<file path="src/rtl/plab3_mem_domain_guard_pkg.sv">
// Shared types and constants for the memory domain guard: FSM encoding, domain
// values, memory message field widths and type codes.
package plab3_mem_domain_guard_pkg;

  typedef enum logic [2:0] {
    StIdle  = 3'd0,
    StCheck = 3'd1,
    StFwd   = 3'd2,
    StWait  = 3'd3,
    StResp  = 3'd4,
    StDeny  = 3'd5
  } state_e;

  localparam logic DOM_NS  = 1'b0;
  localparam logic DOM_SEC = 1'b1;

  localparam int unsigned MsgTypeNbits = 3;
  localparam int unsigned MsgTestNbits = 2;

  localparam logic [MsgTypeNbits-1:0] MEM_TYPE_READ  = 3'd0;
  localparam logic [MsgTypeNbits-1:0] MEM_TYPE_WRITE = 3'd1;

  // Byte offset within a 16-byte cacheline; the region check ignores these bits.
  localparam int unsigned LineOffNbits = 4;

  localparam int unsigned DenyCntNbits = 16;

  function automatic int unsigned len_nbits(input int unsigned line_nbits);
    return $clog2(line_nbits / 8);
  endfunction

endpackage

</file>
<file path="src/rtl/plab3_mem_domain_guard_region_check.sv">
// Combinational access decision: a domain may touch a line only if its
// security level is at least that of the region the line falls in.
module plab3_mem_DomainRegionCheck
  import plab3_mem_domain_guard_pkg::*;
#(
  parameter int unsigned p_line_addr_nbits = 28
) (
  input  logic [p_line_addr_nbits-1:0] line_addr,
  input  logic [p_line_addr_nbits-1:0] base_line,
  input  logic                         domain,
  output logic                         permit
);

  logic region_sec;

  assign region_sec = (line_addr >= base_line) ? DOM_SEC : DOM_NS;
  assign permit     = (domain >= region_sec);

endmodule

</file>
<file path="src/rtl/plab3_mem_domain_guard.sv">
// Single-outstanding memory port between the cache refill/evict interface and
// main memory, forwarding permitted lines and answering denied ones locally.
module plab3_mem_domain_guard
  import plab3_mem_domain_guard_pkg::*;
#(
  parameter int unsigned             p_opaque_nbits = 8,
  parameter int unsigned             p_addr_nbits   = 32,
  parameter int unsigned             p_line_nbits   = 128,
  parameter logic [p_addr_nbits-1:0] p_base_rst     = 32'h0001_0000,
  localparam int unsigned LenNbits  = len_nbits(p_line_nbits),
  localparam int unsigned ReqNbits  = MsgTypeNbits + p_opaque_nbits + p_addr_nbits + LenNbits
                                      + p_line_nbits,
  localparam int unsigned RespNbits = MsgTypeNbits + p_opaque_nbits + MsgTestNbits + LenNbits
                                      + p_line_nbits
) (
  input  logic                    clk,
  input  logic                    reset,

  input  logic                    cachemem_req_val,
  output logic                    cachemem_req_rdy,
  input  logic [ReqNbits-1:0]     cachemem_req_msg,
  input  logic                    cachemem_req_domain,

  output logic                    cachemem_resp_val,
  input  logic                    cachemem_resp_rdy,
  output logic [RespNbits-1:0]    cachemem_resp_msg,
  output logic                    cachemem_resp_domain,

  output logic                    mem_req_val,
  input  logic                    mem_req_rdy,
  output logic [ReqNbits-1:0]     mem_req_msg,
  output logic                    mem_req_domain,

  input  logic                    mem_resp_val,
  output logic                    mem_resp_rdy,
  input  logic [RespNbits-1:0]    mem_resp_msg,

  input  logic                    cfg_en,
  input  logic                    cfg_domain,
  input  logic [p_addr_nbits-1:0] cfg_base,

  output logic [DenyCntNbits-1:0] deny_count
);

  localparam int unsigned LineNbits = p_addr_nbits - LineOffNbits;
  localparam int unsigned AddrLsb   = p_line_nbits + LenNbits;
  localparam int unsigned LineLsb   = AddrLsb + LineOffNbits;
  localparam int unsigned OpqLsb    = AddrLsb + p_addr_nbits;

  state_e                    state_q, state_d;
  logic [ReqNbits-1:0]       req_q;
  logic                      dom_q;
  logic [RespNbits-1:0]      resp_q;
  logic [LineNbits-1:0]      base_line_q;
  logic [DenyCntNbits-1:0]   deny_cnt_q;
  logic                      accept_en_q;

  logic                      req_fire;
  logic                      resp_fire;
  logic                      deny_inc;
  logic                      permit;

  logic [LineNbits-1:0]      req_line;
  logic [p_opaque_nbits-1:0] req_opaque;
  logic [MsgTypeNbits-1:0]   req_type;
  logic [RespNbits-1:0]      deny_msg;

  assign req_line   = req_q[LineLsb +: LineNbits];
  assign req_opaque = req_q[OpqLsb +: p_opaque_nbits];
  assign req_type   = req_q[ReqNbits-1 -: MsgTypeNbits];

  // Local answer for a denied access: echo type and opaque, no payload.
  assign deny_msg = {req_type, req_opaque, {MsgTestNbits{1'b0}}, {LenNbits{1'b0}},
                     {p_line_nbits{1'b0}}};

  plab3_mem_DomainRegionCheck #(
    .p_line_addr_nbits(LineNbits)
  ) u_region_check (
    .line_addr(req_line),
    .base_line(base_line_q),
    .domain   (dom_q),
    .permit   (permit)
  );

  always_comb begin
    state_d           = state_q;
    cachemem_req_rdy  = 1'b0;
    mem_req_val       = 1'b0;
    mem_resp_rdy      = 1'b0;
    cachemem_resp_val = 1'b0;
    deny_inc          = 1'b0;
    unique case (state_q)
      StIdle: begin
        cachemem_req_rdy = accept_en_q;
        if (cachemem_req_val && accept_en_q) state_d = StCheck;
      end
      StCheck: begin
        if (permit) begin
          state_d = StFwd;
        end else begin
          state_d  = StDeny;
          deny_inc = 1'b1;
        end
      end
      StFwd: begin
        mem_req_val = 1'b1;
        if (mem_req_rdy) state_d = StWait;
      end
      StWait: begin
        mem_resp_rdy = 1'b1;
        if (mem_resp_val) state_d = StResp;
      end
      StResp: begin
        cachemem_resp_val = 1'b1;
        if (cachemem_resp_rdy) state_d = StIdle;
      end
      StDeny: begin
        cachemem_resp_val = 1'b1;
        if (cachemem_resp_rdy) state_d = StIdle;
      end
      default: state_d = StIdle;
    endcase
  end

  assign req_fire  = (state_q == StIdle) && cachemem_req_val && accept_en_q;
  assign resp_fire = (state_q == StWait) && mem_resp_val;

  always_ff @(posedge clk or negedge reset) begin
    if (!reset) begin
      state_q     <= StIdle;
      accept_en_q <= 1'b0;
    end else begin
      state_q     <= state_d;
      accept_en_q <= 1'b1;
    end
  end

  // Latched request/response are cleared on reset so an aborted access leaves no trace.
  always_ff @(posedge clk or negedge reset) begin
    if (!reset) begin
      req_q  <= '0;
      dom_q  <= DOM_NS;
      resp_q <= '0;
    end else begin
      if (req_fire) begin
        req_q <= cachemem_req_msg;
        dom_q <= cachemem_req_domain;
      end
      if (resp_fire) resp_q <= mem_resp_msg;
    end
  end

  // CHECK reads base_line_q combinationally, so a same-cycle write only affects later checks.
  always_ff @(posedge clk or negedge reset) begin
    if (!reset) begin
      base_line_q <= p_base_rst[p_addr_nbits-1:LineOffNbits];
    end else if (cfg_en && (cfg_domain == DOM_SEC)) begin
      base_line_q <= cfg_base[p_addr_nbits-1:LineOffNbits];
    end
  end

  always_ff @(posedge clk or negedge reset) begin
    if (!reset) begin
      deny_cnt_q <= '0;
    end else if (deny_inc && (deny_cnt_q != {DenyCntNbits{1'b1}})) begin
      deny_cnt_q <= deny_cnt_q + 1'b1;
    end
  end

  always_comb begin
    cachemem_resp_msg = resp_q;
    if (state_q == StDeny) cachemem_resp_msg = deny_msg;
  end

  assign cachemem_resp_domain = dom_q;
  assign mem_req_msg          = req_q;
  assign mem_req_domain       = dom_q;
  assign deny_count           = deny_cnt_q;

  // The config port carries a full byte address; its line offset is never stored.
  logic unused_cfg_off;
  assign unused_cfg_off = ^cfg_base[LineOffNbits-1:0];

endmodule
</file>
<file path="config.mk">
export PLATFORM = sky130hd
export DESIGN_NAME = plab3_mem_domain_guard
export DESIGN_NICKNAME = d
export VERILOG_FILES = /design/src/rtl/plab3_mem_domain_guard_pkg.sv /design/src/rtl/plab3_mem_domain_guard_region_check.sv /design/src/rtl/plab3_mem_domain_guard.sv
export SDC_FILE = /design/constraint.sdc
export NUM_CORES = 1
export LEC_CHECK = 0
export ABC_CLOCK_PERIOD_IN_PS = 5600
export BUFFER_PORTS_ARGS = -buffer_cell sky130_fd_sc_hd__buf_2
export CAP_MARGIN = 5
export CORE_AREA = 8 8 269 271
export DETAILED_ROUTE_END_ITERATION = 8
export DIE_AREA = 0 0 277 279
export GPL_TIMING_DRIVEN = 0
export PLACE_DENSITY = 0.46
export SLEW_MARGIN = 30
export SYNTH_ARGS = -nofsm -noshare
export SYNTH_HDL_FRONTEND = slang
export SYNTH_SLANG_ARGS = --single-unit
</file>
<file path="constraint.sdc">
create_clock -name clk -period 5.6 [get_ports clk]
set_input_delay 0.84 -clock clk [delete_from_list [all_inputs] [get_ports clk]]
set_output_delay 0.84 -clock clk [all_outputs]
set_load 0.01 [all_outputs]
</file>
# Word-level counts from Yosys, hierarchy flattened
# Cells that the tools add are included.
[word_totals]
latch_bits = 0
output_inout_bits = 342
wordCells = 43
memories = 0
regBits = 369
romBits = 0
ramBits = 0
[classes]
n_mux = 14
shifts = 0
bitwise_logic = 0
n_eq_ne = 10
n_addsub = 1
multipliers = 0
div = 0
reduce_logical = 9
magnitude_cmp = 2
[ops]
columns = ["operator", "n"]
rows = [
  ["$mux W145", 1],
  ["$ge A28 B28 Y1", 1],
  ["$add A16 B1 Y16 const B", 1],
  ["$ne A16 B16 Y1 const B", 1],
  ["$mux W3", 5],
  ["$pmux W3 S5", 1],
  ["$mux W1", 7],
  ["$eq A3 B2 Y1 const B", 2],
  ["$eq A3 B3 Y1 const B", 2],
  ["$logic_and A1 B1 Y1", 6],
  ["$ne A2 B2 Y1 const B", 3],
  ["$reduce_and A4 Y1", 1],
  ["$eq A3 B1 Y1 const B", 1],
  ["$logic_not A3 Y1", 1],
  ["$ne A2 B1 Y1 const B", 1],
  ["$reduce_or A2 Y1", 1],
  ["$ge A1 B1 Y1", 1],
]

# Logic depth before layout (Yosys ltp)
[depth]
depth_word = 6
depth_mapped = 10

# By module
# From an unflattened synthesis, not the netlist that was laid out.
[unflattened]
hier_cells = 1096
hier_area_um2 = 15653.8
[by_module_without_submodules]
columns = ["module", "seq_area_each_um2", "instances", "area_per_inst_um2", "cells_per_inst"]
rows = [
  ["plab3_mem_domain_guard", 9235.1, 1, 14918.1, 999],
  ["plab3_mem_DomainRegionCheck", 0.0, 1, 735.7, 97],
]

# Worst setup path after synthesis
# OpenSTA, ideal clock, no wires.
[synth_timing]
kind = "reg2reg"
start = "register req_q[162] (netlist: mem_req_msg[162])"
end = "register deny_cnt_q[1] (netlist: deny_count[1])"
path_stages_with_launch = 9
slack_ps = 3217
setup_ps = 125
synth_period_minus_slack_ps = 2383
arrival_ps = 2259
path_cell_list = "dfrtp_1 -> ha_1 -> and4_1 -> nand4_1 -> or4_4 -> a31oi_4 -> o21ai_2 -> buf_4 -> mux2_2"
[synth_between]
elab_chain_cells = 6
[synth_lines]
columns = ["item", "line", "text"]
rows = [
  ["start, declared", "plab3_mem_domain_guard.sv:51", "logic [ReqNbits-1:0] req_q;"],
  ["start signal, assigned", "plab3_mem_domain_guard.sv:146", "req_q <= cachemem_req_msg;"],
  ["$ge A28 B28 Y1", "plab3_mem_domain_guard_region_check.sv:16", "assign region_sec = (line_addr >= base_line) ? DOM_SEC : DOM_NS;"],
  ["$mux W1", "plab3_mem_domain_guard_region_check.sv:16", ""],
  ["$ge A1 B1 Y1", "plab3_mem_domain_guard_region_check.sv:17", "assign permit = (domain >= region_sec);"],
  ["$mux W1", "plab3_mem_domain_guard.sv:98", "if (permit) begin"],
  ["$mux W1", "plab3_mem_domain_guard.sv:92", "unique case (state_q)"],
  ["$logic_and A1 B1 Y1", "plab3_mem_domain_guard.sv:165", "end else if (deny_inc && (deny_cnt_q != {DenyCntNbits{1'b1}})) begin"],
  ["end signal, assigned", "plab3_mem_domain_guard.sv:166", "deny_cnt_q <= deny_cnt_q + 1'b1;"],
  ["end, declared", "plab3_mem_domain_guard.sv:55", "logic [DenyCntNbits-1:0] deny_cnt_q;"],
]
# Every way passes these cells.
# A chain may end at the register's enable or synchronous reset.

# Worst setup path after layout
[layout_timing]
start = "register state_q[1]"
end = "output port cachemem_resp_msg[106]"
[layout_between]
elab_chain_cells = 2
[layout_lines]
columns = ["item", "line", "text"]
rows = [
  ["start, declared", "plab3_mem_domain_guard.sv:50", "state_e state_q, state_d;"],
  ["start signal, assigned", "plab3_mem_domain_guard.sv:130", "state_q <= StIdle;"],
  ["start signal, assigned", "plab3_mem_domain_guard.sv:133", "state_q <= state_d;"],
  ["$eq A3 B3 Y1", "plab3_mem_domain_guard.sv:172", "if (state_q == StDeny) cachemem_resp_msg = deny_msg;"],
  ["$mux W145", "plab3_mem_domain_guard.sv:172", ""],
  ["end, declared", "plab3_mem_domain_guard.sv:26", "output logic [RespNbits-1:0] cachemem_resp_msg,"],
]
# Every way passes these cells.

==> impl_metrics.csv <==
group,metric,value,unit
status,status,"completed",
power_and_ir_drop,p_per_area,567,nW/um^2
yosys,synth_cells,1099,
final_layout,drive_gt1_share,61.9,%
clocking,cts_hold_buffers,0,
clocking,cts.sink_count,369,
placement,placed_cell_area,20300,sq um
global_route,grt_pass1_vias,12600,
final_layout,design_area,21800,sq um
placement,dp.cells,2684,
power_and_ir_drop,power.leakage,10.8,nW
power_and_ir_drop,p_total,0.0124,W
clocking,clk_pin_slew,0.06,ns
critical_path,cp_cell_sequence,"nand2b_1, inv_1, nand2_1, clkbuf_2, clkbuf_1, and2_1, buf_2",
placement,dp_hpwl,45400,microns
floorplanning,fp.dieW,277,microns
yosys,yosysWarnings,0,
clocking,post_cts_resize_count,0,
critical_path,crit_arrival,3.06,ns
yosys,yosysUniqueCellTypes,43,
yosys,synthesis.area,15600,sq um
global_route,grt_pass1_wl,83700,microns
sta,min_period,3.90,ns
yosys,async_reset_ff_share,100,%
routing,wl,56500,microns
job,cap_violations,0,
global_route,grt_max_degree,82,
floorplanning,start_util,22.9,%
floorplanning,dieArea,77300,sq um
placement,io_buffers,698,
yosys,ys_ff_latch,369,
floorplanning,core_area,68000,sq um
routing,drt-wirelength-per-cell,20.4,microns
clocking,cts_setup_buffers,0,
critical_path,worstPathMaxFanout,10,
placement,preCtsSetupSlack,2.10,ns
global_route,antenna_found_initial,21,
clocking,cts_tree,"built",
routing,routed_via_density,4.12,
final_layout,areaGrowthSynthToFinish,40.1,%
yosys,synth_edf_count,0,
sta,fmax,257,MHz
routing,vias,11400,
final_layout,final_cell_mix,"buf_2, dfrtp_1, mux2_2",
floorplanning,ios,703,
critical_path,path_class,"reg -> out",
clocking,clock_path_buffers,3,
clocking,clk_latency,0.55,ns
critical_path,cp-start-kind,"flop",
sta,hold_viol,0,
sta,slew_viol_final,0,
final_layout,layout_commonest_cell,"buf_2",
power_and_ir_drop,peakVddDrop,0.283,mV
yosys,ys_seq_area_share,59.3,%
sta,fin_skew,0.00944,ns
critical_path,slowest_stage,"clkbuf_2",
yosys,synthesis.nets,1489,
sta,worst_slew_pin_slew,0.835,ns
critical_path,critical_path.endpoint_type,"output pin",
sta,rsz0062_at_grt,"false",
global_route,track_usage,14.1,%
critical_path,ff2ff_path_depth,7,
routing,drt_iter0_markers,393,
critical_path,worst_ep_required_time,4.76,ns
clocking,h-tree-depth,2,
clocking,cts_made_buffers,43,
yosys,synth_area_per_cell,14.2,sq um
routing,final_antenna_net_count,0,
worst_hold_path,hold_class,"in -> async",
sta,slew_headroom,44.3,%
sta,fin_crit_sh,69.6,%
critical_path,max_stage_delay,0.53,ns
sta,finalSetupViolCount,0,
yosys,ys.flop_type,"dfrtp_1",
floorplanning,fp.dieH,279,microns
global_route,overflow,0,
floorplanning,rows,96,
sta,fin_setup_tns,0,ns
routing,dr.pass1.iters,4,
sta,layout_setup_ws,1.70,ns
final_layout,fin_cells,2772,
placement,gp_congestion,0.792,
final_layout,fin_nets,2237,
routing,route.detailed.drc,0,
clocking,cts-root-buf,"clkbuf_16",
## area by class of cell
cell class	instances	area, sq um
Antenna cell	10	25.0
Tap cell	882	1100
Inverter	34	128
Sequential cell	369	9240
Clock inverter	9	120
Buffer	56	240
Multi-Input combinational cell	640	5980
Timing Repair Buffer	703	3640
Fill cell	6975	46200
Clock buffer	69	1360
## path summary, 6_finish.rpt
check | startpoint | endpoint | slack (ns)
max in group asynchronous | reset | mem_req_msg[47] | 4.00
hold reg to reg | resp_q[2] | resp_q[2] | 0.49
hold / removal | reset | mem_req_msg[3] | 0.28
min in group clk | resp_q[2] | resp_q[2] | 0.49
setup / recovery | state_q[1] | cachemem_resp_msg[106] | 1.70
setup reg to reg | state_q[0] | mem_req_msg[22] | 2.83
## worst max-delay path: cells and delay by family (launching register included)
family	cells	cell delay, ns
DFF	1	0.43
and+or+nand+nor	3	0.88
buffers and inverters	4	1.20
## Yosys cell counts (4+ instances only)
cell type  instances  area share, %
buf_2             14           0.45
nor3_2             4           0.26
nand4_1            5           0.20
nor2_1            10           0.24
xor2_1            11           0.62
nand3_1            7           0.22
and2_1           135            5.4
nor4_1             5           0.20
clkbuf_1          37           0.89
inv_1             34           0.82
nand2b_1           5           0.20
nand2_1           21           0.51
mux2_2           361             26
dfrtp_1          368             59
o21ai_0            5           0.16
ha_1              29            2.3
a21oi_1           12           0.39
## registers in the layout, indices dropped and copies added, names as in the netlist
name                  flops
mem_req_msg             175
state_q                   3
deny_count               16
resp_q                  145
base_line_q              28
cachemem_resp_domain      1
accept_en_q               1
## power by group
group / switching [W] / internal [W] / total [W] / leakage, nW
logic: 0.00245 / 0.00246 / 0.00491 / 5.59
clock network: 0.00112 / 0.00179 / 0.00291 / 0.733
registers: 0.000658 / 0.00390 / 0.00456 / 4.43
total: 0.00423 / 0.00815 / 0.0124 / 10.8
## per-layer routing
metal  routed length, microns  track usage, %
met5                      103               0
met4                     1210            4.07
met3                     4770            5.44
met2                    28700            24.9
met1                    21700            15.7
## through the flow
stage / utilization, % / hold WS (ns)
floorplan: - / 0.471
global placement: 29.7 / 0.478
finish: 32.1 / 0.285
global route: 32.1 / 0.295
detailed placement: 29.9 / 0.484
CTS: 32.1 / 0.264
## logic make-up (layout without fill, tap and decap cells)
family | Yosys count | in the layout | synth area share [%]
flops | 369 | 369 | 59.3
mux | 361 | 361 | 26.1
simple gates | 203 | 203 | 7.75
buf+inv | 90 | 871 | 2.33
compound gates | 32 | 32 | 1.41
fa+ha+maj | 29 | 29 | 2.33
xor+xnor | 14 | 14 | 0.787
other cells | 1 | 11 | 0.0241
Power figures use the tool's default switching activity.
